==> config.mk <==
export PLATFORM = sky130hd
export DESIGN_NAME = serial_add_ctrl
export DESIGN_NICKNAME = d
export VERILOG_FILES = /design/src/rtl/serial_add_ctrl_pkg.sv /design/src/rtl/serial_add_ctrl_add2_slice.sv /design/src/rtl/serial_add_ctrl.sv
export SDC_FILE = /design/constraint.sdc
export NUM_CORES = 1
export LEC_CHECK = 0
export ABC_AREA = 1
export ABC_CLOCK_PERIOD_IN_PS = 2200
export CAP_MARGIN = 20
export CORE_UTILIZATION = 48
export CTS_CLUSTER_DIAMETER = 120
export CTS_CLUSTER_SIZE = 14
export DETAILED_ROUTE_END_ITERATION = 10
export PLACE_DENSITY = 0.79
export SYNTH_ARGS = -nofsm -noshare
export SYNTH_HDL_FRONTEND = slang
export SYNTH_SLANG_ARGS = --single-unit
export TNS_END_PERCENT = 5
==> constraint.sdc <==
create_clock -name clk -period 2.2 [get_ports clk]
set_clock_uncertainty 0.15 [all_clocks]
set_input_delay 0.66 -clock clk [delete_from_list [all_inputs] [get_ports clk]]
set_output_delay 0.66 -clock clk [all_outputs]
set_load 0.005 [all_outputs]
==> src/rtl/serial_add_ctrl_pkg.sv <==
// rtl/serial_add_ctrl_pkg.sv - shared state encoding and slice width for the serial adder
package serial_add_ctrl_pkg;

    localparam int SLICE_W = 2;

    typedef enum logic [1:0] {
        IDLE = 2'd0,
        RUN  = 2'd1,
        DONE = 2'd2
    } state_t;

endpackage

==> src/rtl/serial_add_ctrl_add2_slice.sv <==
// rtl/serial_add_ctrl_add2_slice.sv - combinational 2-bit full-adder slice
module add2_slice
    import serial_add_ctrl_pkg::*;
(
    input  logic [SLICE_W-1:0] a,
    input  logic [SLICE_W-1:0] b,
    input  logic               c,
    output logic [SLICE_W-1:0] sum,
    output logic               carry
);

    logic [SLICE_W:0] total;

    always_comb begin
        total = {1'b0, a} + {1'b0, b} + {{SLICE_W{1'b0}}, c};
    end

    assign sum   = total[SLICE_W-1:0];
    assign carry = total[SLICE_W];

endmodule

==> src/rtl/serial_add_ctrl.sv <==
// rtl/serial_add_ctrl.sv - start/done sequencer stepping one 2-bit adder slice per clock
module serial_add_ctrl
    import serial_add_ctrl_pkg::*;
#(
    parameter int WIDTH = 8
)
(
    input  logic             clk,
    input  logic             rst_n,
    input  logic             start,
    input  logic [WIDTH-1:0] a,
    input  logic [WIDTH-1:0] b,
    input  logic             cin,
    output logic             busy,
    output logic             done,
    output logic [WIDTH-1:0] sum,
    output logic             cout
);

    localparam int NSLICE = WIDTH / SLICE_W;
    localparam int IDX_W  = (NSLICE > 1) ? $clog2(NSLICE) : 1;
    localparam logic [IDX_W-1:0] IDX_LAST = IDX_W'(NSLICE - 1);

    generate
        if (WIDTH < 2 || (WIDTH % 2) != 0) begin : g_width_check
            $error("serial_add_ctrl: WIDTH must be even and >= 2");
        end
    endgenerate

    state_t             state_q, state_d;
    logic [IDX_W-1:0]   idx_q, idx_d;
    logic [WIDTH-1:0]   a_q, a_d;
    logic [WIDTH-1:0]   b_q, b_d;
    logic               carry_q, carry_d;
    logic [WIDTH-1:0]   result_q, result_d;
    logic [WIDTH-1:0]   sum_q, sum_d;
    logic               cout_q, cout_d;

    logic [SLICE_W-1:0] slice_a, slice_b, slice_sum;
    logic               slice_carry;
    logic               accept;

    assign accept  = start && (state_q == IDLE || state_q == DONE);
    assign slice_a = a_q[SLICE_W*idx_q +: SLICE_W];
    assign slice_b = b_q[SLICE_W*idx_q +: SLICE_W];

    add2_slice u_slice (
        .a     (slice_a),
        .b     (slice_b),
        .c     (carry_q),
        .sum   (slice_sum),
        .carry (slice_carry)
    );

    always_ff @(posedge clk or negedge rst_n) begin
        if (!rst_n) begin
            state_q <= IDLE;
        end else begin
            state_q <= state_d;
        end
    end

    always_comb begin
        state_d = state_q;
        case (state_q)
            IDLE:    if (start) state_d = RUN;
            RUN:     if (idx_q == IDX_LAST) state_d = DONE;
            DONE:    state_d = start ? RUN : IDLE;
            default: state_d = IDLE;
        endcase
    end

    always_comb begin
        busy = (state_q == RUN);
        done = (state_q == DONE);
    end

    // Published sum/cout live apart from the partial result so they only move on the final edge.
    always_comb begin
        idx_d    = idx_q;
        a_d      = a_q;
        b_d      = b_q;
        carry_d  = carry_q;
        result_d = result_q;
        sum_d    = sum_q;
        cout_d   = cout_q;
        if (accept) begin
            a_d     = a;
            b_d     = b;
            carry_d = cin;
            idx_d   = '0;
        end else if (state_q == RUN) begin
            result_d[SLICE_W*idx_q +: SLICE_W] = slice_sum;
            carry_d = slice_carry;
            if (idx_q == IDX_LAST) begin
                sum_d  = result_d;
                cout_d = slice_carry;
            end else begin
                idx_d = idx_q + 1'b1;
            end
        end
    end

    always_ff @(posedge clk or negedge rst_n) begin
        if (!rst_n) begin
            idx_q    <= '0;
            a_q      <= '0;
            b_q      <= '0;
            carry_q  <= 1'b0;
            result_q <= '0;
            sum_q    <= '0;
            cout_q   <= 1'b0;
        end else begin
            idx_q    <= idx_d;
            a_q      <= a_d;
            b_q      <= b_d;
            carry_q  <= carry_d;
            result_q <= result_d;
            sum_q    <= sum_d;
            cout_q   <= cout_d;
        end
    end

    assign sum  = sum_q;
    assign cout = cout_q;

endmodule

==> summary.md, run 1 <==
| Metric | Value |
|---|---|
| Startpoint types | `register` |
| Setup TNS | `-0.853 ns` |
| Share of layout cells above drive strength 1 | `between 10% and 20%` |
| Cell Int Power | `between 2 and 2.5 mW` |
| Max incr delay on CP | `between 0.5 and 0.6 ns` |
| Synthesized area per cell | `8.14 um2` |
| Sequential element share of the synthesized area | `approximately 50%` |
| CTS clock-pin slew for the worst setup and hold paths | `approximately 0.070 ns` |
| Crit path top cell by count | `nand2_1` |
| Final period util | `106%` |
| Vias | `around 1600` |
| Hold Vio Cnt, Final | `0` |
| Num CTS Buffers | `5` |
| Root Buffer | `clkbuf_8` |
| Max-slew headroom | `80.8%` |
| Die Wd | `between 60 and 70 um` |
| Fin Hold WS | `approximately 0.33 ns` |
| Total grt overflow | `0` |
| Drt drc | `0` |
| Cell taking the most area after synthesis | `dfrtp_1` |
| Die H | `~65 um` |
| Commonest cells after routing, fill and taps aside | `nand2_1 (118), dfrtp_1 (36), clkdlybuf4s50_1 (29)` |
| Routed Wire Length | `approximately 4 mm` |
| Largest net degree at the start of global routing | `20` |
| Sw Pwr | `roughly 1.5 mW` |
| DIE AREA | `roughly 4300 um2` |
| Sequential power share | `between 30% and 40%` |
| Worst Path Max Fanout | `7` |
| Clk Latency, worst-skew pair | `between 0.2 and 0.3 ns` |
| Commonest non-fill, non-tap cell in the layout | `nand2_1` |
| Area grow syn2layout | `27.5%` |
| Diodes inserted | `0` |
| TritonCTS clock tree | `built` |
| Fmax | `about 0.43 GHz` |
| Final cell area excluding filler cells | `~2400 um2` |
| Ys Warns | `0` |
| Status | `finished, violations left` |
| Worst Slack Setup Final | `-0.143 ns` |
| Max cap viols | `0` |
| Initial antenna violation count | `0` |
| # rows | `22` |
| Violated checks | `setup timing` |
| TritonRoute pass-1 iters | `6` |
| Final min period | `around 2.3 ns` |
| DR vias/cell | `4.89` |
| Largest buffer count on any clock path | `2` |
| Gate count of the mapped netlist | `roughly 240` |
| Global-route wire length before repair | `6.99 mm` |
| Top Ports | `31` |
| Peak VDD IR | `0.734 mV` |
| Slowest cell on crit path | `fa_1` |
| Crit path kind | `register to register` |
| Post-Layout Cell Count | `roughly 330` |
| Slew at the pin closest to its max-slew limit | `between 0.2 and 0.3 ns` |
| Worst EP required | `~2.3 ns` |
| Unrepaired setup endpoints after global routing | `true` |
| Min-Delay Path Class | `register to register` |
| Synth Net Count | `~260` |
| PwrDens | `1460 nW/um2` |
| Crit end category | `register` |
| Flops & latches, synth | `38` |
| Max-slew violation count | `0` |
| Crit path cell chain | `inv_4 > a21oi_2 > o21ai_1 > o21ai_1 > fa_2 > fa_1 > inv_1 > nor2_2 > nand2_1 > nand2_1 > nand2_1 > nand2_1` |
| Largest cells by area after synthesis | `dfrtp_1 (50%), nand2_1 (23%), ha_1 (3.9%), inv_1 (3.1%), nor2_1 (2.7%)` |
| Port bufs | `30` |
| CP arrival | `about 2.4 ns` |
| Vias in the first global route | `between 1500 and 2000` |
| Sw Share | `41.4%` |
| Combinational power share | `a little over half` |
| Area of the mapped netlist | `approximately 1900 um2` |
| Number of routed nets with antenna violations | `0` |
| Clock share of power | `13.3%` |
| Inst Count DP | `321` |
| Post-place instance area | `between 2000 and 2500 um2` |
| Final net count | `slightly above 300` |
| Clock sink count | `38` |
| Final Util | `around 65%` |
| Initial Util | `51.3%` |
| Final setup vio count | `8` |
| Final Wtd Congestion | `approximately 0.86` |
| Placeable Area | `about 3700 um2` |
| H-tree depth | `2` |
| Synth top area share | `between 40% and 50%` |
| Netlist cell types | `25` |
| LEAKAGE | `1.30 nW` |
| Initial DRC count | `82` |
| DP HPWL | `2.87 mm` |
| Detailed-route wire length per cell | `11.9 um` |
| Tot GR Track Use | `21.9%` |
==> through the flow <==
stage	setup slack [ns]	power, mW
final	-0.143	3.57
after global routing	-0.325	3.92
after CTS	-0.118	3.58
after detailed placement	-0.179	2.94
after global placement	-0.0844	2.88
after floorplan	-0.116	2.38
==> critical path, delay by kind of cell (launching register included) <==
kind            cells  cell delay (ns)
compound gates      3             0.24
fa+ha+maj           2             0.91
buf+inv             2             0.15
flops               1             0.44
simple gates        5             0.40
==> registers in the layout, indices dropped and copies added (netlist names) <==
register / cells
sum: 8
cout: 1
b_q: 8
a_q: 8
result_q: 8
state_q: 2
idx_q: 2
carry_q: 1
==> final timing paths <==
kind	startpoint	end	slack, ns	depth (start not counted)
min	sum[4]	sum[4]	0.33	2
max in group asynchronous	rst_n	state_q[1]	0.92	2
min in group asynchronous	rst_n	b_q[4]	0.46	1
min reg2reg	sum[4]	sum[4]	0.33	2
max	idx_q[0]	result_q[5]	-0.14	12
max reg2reg	idx_q[0]	result_q[5]	-0.14	12
==> power groups by stage <==
stage          logic, mW  registers, mW  clock network, mW
6_report            1.93           1.16              0.474
5_1_grt             2.21           1.20              0.513
4_1_cts             1.94           1.16              0.479
3_5_place_dp        1.78           1.16                  0
3_3_place_gp        1.72           1.16                  0
2_1_floorplan       1.24           1.15                  0
==> layout make-up <==
cell class,count,area [um2]
sequential,38,953
timing repair buffer,46,419
clock buffer,7,86.3
fill,328,1290
tap,48,60.1
inverter,20,82.6
multi-input combinational,172,847
==> cell usage after synthesis, drive strengths merged <==
master and number:
ha 6, mux2i 1, o21bai 2, buf 6, nand2 122, o211ai 1, nand3 7, dfrtp 38
inv 20, o22ai 3, o21ai 11, fa 2, a21oi 1, nor2 16
==> per-layer routing <==
layer | vias to the layer above | global-route usage (%) | routed length [um]
li1 | 814 | - | -
met1 | 756 | 29.5 | 1870
met2 | 35 | 33.9 | 1820
met3 | 12 | 4.86 | 125
met4 | 0 | 9.78 | 111
met5 | - | 0 | 0
==> kinds of logic after synthesis <==
kind of cell / Yosys count / share of synthesized area, %
muxes: 1 / 0.521
adders and majority gates: 8 / 5.99
DFF: 38 / 49.5
AOI/OAI and AO/OA: 18 / 5.73
buffers and inverters: 26 / 6.97
and+or+nand+nor: 145 / 31.3
==> repair_timing <==
action / CTS / global route
buffers inserted: 3 / 0
pin swaps: 3 / 0
hold buffers: 0 / 0
resized for setup: 6 / 2
hold endpoints to repair: 0 / 0
endpoints found under the setup margin: 10 / 9
No activity file was read; power rests on OpenSTA's default activity.
==> run 2, diff against run 1 <==
Settings changed: GPL_TIMING_DRIVEN set to 0, SETUP_SLACK_MARGIN set to 0.4.
==> run 2 against run 1 <==
Compared with the run above:
- the run still ends with setup timing left
- worst setup slack got worse by 0.12 ns
- sequential share of layout area decreased by 0.92 points
- routed wire length decreased by 1.1%
- clock power increased by 3%
- cell count decreased by 0.30%
- first-iteration DRC count decreased by 43%
- total power increased by 5.3%
- die area unchanged
- sequential cell count unchanged
- global-route usage decreased by 0.70 points
- combinational power increased by 8%
- critical path type unchanged
- highest routed layer unchanged
==> summary.md, run 2 (synthesis gave the netlist of run 1 again) <==
| Metric | Value |
|---|---|
| Status | `finished, violations left` |
| Violated checks | `setup timing` |
| Worst Path Max Fanout | `8` |
| Worst path bufs/invs | `3` |
| Worst Slack Setup Final | `-0.265 ns` |
| PwrDens | `~1500 nW/um2` |
| Vias | `around 1600` |
| Largest net degree at the start of global routing | `39` |
| Port bufs | `30` |
| Worst EP required | `approximately 2.3 ns` |
| Share of layout cells above drive strength 1 | `approximately a fifth` |
| Slowest cell on crit path | `fa_2` |
| DR vias/cell | `approximately 4.8` |
| Clock sink count | `38` |
| Min-Delay Path Class | `input pin to async pin` |
| Max cap viols | `0` |
| Crit path top cell by count | `nand2_1` |
| Final min period | `~2.5 ns` |
| Startpoint types | `register` |
| Final period util | `112%` |
| Sw Share | `between 40% and 50%` |
| Commonest non-fill, non-tap cell in the layout | `nand2_1` |
| Sequential power share | `a little under a third` |
| DIE AREA | `about 4300 um2` |
| Peak VDD IR | `a little over 0.6 mV` |
| Routed Wire Length | `just under 4 mm` |
| # rows | `22` |
| Commonest cells after routing, fill and taps aside | `nand2_1 (116), dfrtp_1 (35), clkdlybuf4s50_1 (19)` |
| Max-slew headroom | `between 40% and 50%` |
| Number of routed nets with antenna violations | `0` |
| Slew at the pin closest to its max-slew limit | `between 0.8 and 0.9 ns` |
| Root Buffer | `clkbuf_8` |
| TritonCTS clock tree | `built` |
| Overall power | `3.76 mW` |
| Top Ports | `31` |
| Global-route wire length before repair | `between 6 and 7 mm` |
| Crit path kind | `register to register` |
| TritonRoute pass-1 iters | `4` |
| Crit end category | `register` |
| Unrepaired setup endpoints after global routing | `true` |
| Cell Int Power | `about 2.2 mW` |
| Initial DRC count | `47` |
| Tot GR Track Use | `a little over a fifth` |
| Final Wtd Congestion | `about 0.84` |
| Area grow syn2layout | `30.7%` |
| H-tree depth | `2` |
| Max incr delay on CP | `~0.57 ns` |
| Initial antenna violation count | `0` |
| Clk Latency, worst-skew pair | `approximately 0.29 ns` |
| Fillers | `321` |
| Setup slack, reg-to-reg | `-0.27 ns` |
| Crit path cell chain | `inv_2 > buf_12 > o21ai_2 > o21ai_2 > fa_2 > fa_2 > inv_1 > nor2_2 > nand3_1 > nand2_1 > nand2_1 > nand2_1` |
| Final Util | `~67%` |
| Drt drc | `0` |
| Placeable Area | `roughly 3700 um2` |
| FF-to-FF path depth | `12` |
| LEAKAGE | `between 1 and 1.5 nW` |
| CTS clock-pin slew for the worst setup and hold paths | `0.07 ns` |
| Vias in the first global route | `between 1000 and 1500` |
| Combinational power share | `between 50 and 60%` |
| Num CTS Buffers | `5` |
| Final setup vio count | `9` |
| Die H | `between 60 and 70 um` |
| Hold buffer count at cts | `0` |
| Diodes inserted | `0` |
| Total grt overflow | `0` |
| Fin Hold WS | `approximately 0.31 ns` |
| Hold Vio Cnt, Final | `0` |
| Max-slew violation count | `0` |
| Die Wd | `about 65 um` |
| Final net count | `approximately 310` |
| Detailed-route wire length per cell | `11.8 um` |
| Initial Util | `approximately half` |
| Reg-to-reg endpoint | `sum[3]` |
| Worst r2r src | `idx_q[0]` |
| Clock share of power | `12.9%` |
| DP HPWL | `around 2.6 mm` |
| CP arrival | `between 2 and 3 ns` |
| Fmax | `0.406 GHz` |
| Largest buffer count on any clock path | `2` |
| Sw Pwr | `~1.6 mW` |
| Worst path top cell family by delay | `adder cells` |
==> run 2: routing by layer <==
layer  track usage, %  wire, um  up-vias
li1                 -         -      807
met1             28.6      1870      717
met2             33.4      1830       41
met3             5.21       130        5
met4             7.34        56        0
met5                0         0        -
==> run 2: repair_timing <==
| item | CTS | global route |
|---|---|---|
| gates cloned | 0 | 0 |
| hold endpoints to repair | 0 | 0 |
| resized for setup | 24 | 17 |
| setup endpoints to repair | 29 | 20 |
| pin swaps | 13 | 11 |
| setup buffers | 3 | 5 |
==> run 2: area by class of cell <==
cell class	count	area [um2]	area share [%]
Sequential cell	38	955	38.0
Tap cell	48	60.1	2.39
Clock buffer	7	86.3	3.44
Inverter	20	82.6	3.29
Buffer	6	72.6	2.89
Clock inverter	1	5.00	0.199
Multi-Input combinational cell	172	911	36.3
Timing Repair Buffer	38	339	13.5
==> run 2: worst max-delay path by stage <==
stage | from | cells past startpoint | slack, ns | to
floorplan | idx_q[0] | 12 | -0.12 | result_q[3]
global placement | rst_n | 1 | -0.66 | idx_q[0]
detailed placement | idx_q[1] | 12 | -0.35 | result_q[3]
CTS | idx_q[0] | 12 | -0.20 | sum[3]
global route | idx_q[0] | 12 | -0.40 | result_q[3]
finish | idx_q[0] | 12 | -0.27 | sum[3]
==> run 2: power by group through the flow <==
stage	combinational, mW	sequential (mW)	clock [mW]
detailed placement	1.70	1.19	0
floorplan	1.24	1.15	0
finish	2.08	1.19	0.486
global route	2.33	1.23	0.533
CTS	1.84	1.18	0.498
global placement	1.65	1.18	0
==> run 2: stage by stage <==
stage / cells / setup slack [ns] / cell area [um2] / setup TNS, ns
detailed placement: 314 / -0.355 / 2290 / -2.43
global placement: 314 / -0.661 / 2290 / -22.42
global route: 330 / -0.396 / 2510 / -3.06
floorplan: 236 / -0.116 / 1930 / -0.555
finish: 330 / -0.265 / 2510 / -1.89
CTS: 325 / -0.204 / 2410 / -1.55
==> run 2: worst register-to-register path: cells and delay by family (launching register included) <==
family | cells | cell delay, ns
AOI/OAI and AO/OA | 2 | 0.22
buffers and inverters | 3 | 0.27
DFF | 1 | 0.41
and+or+nand+nor | 5 | 0.40
adders and majority gates | 2 | 0.94
==> run 3, diff against run 2 <==
Settings changed: GPL_ROUTABILITY_DRIVEN set to 1.
==> results of run 3 <==
No change in the layout: final DEF, timing and power equal those of run 2.
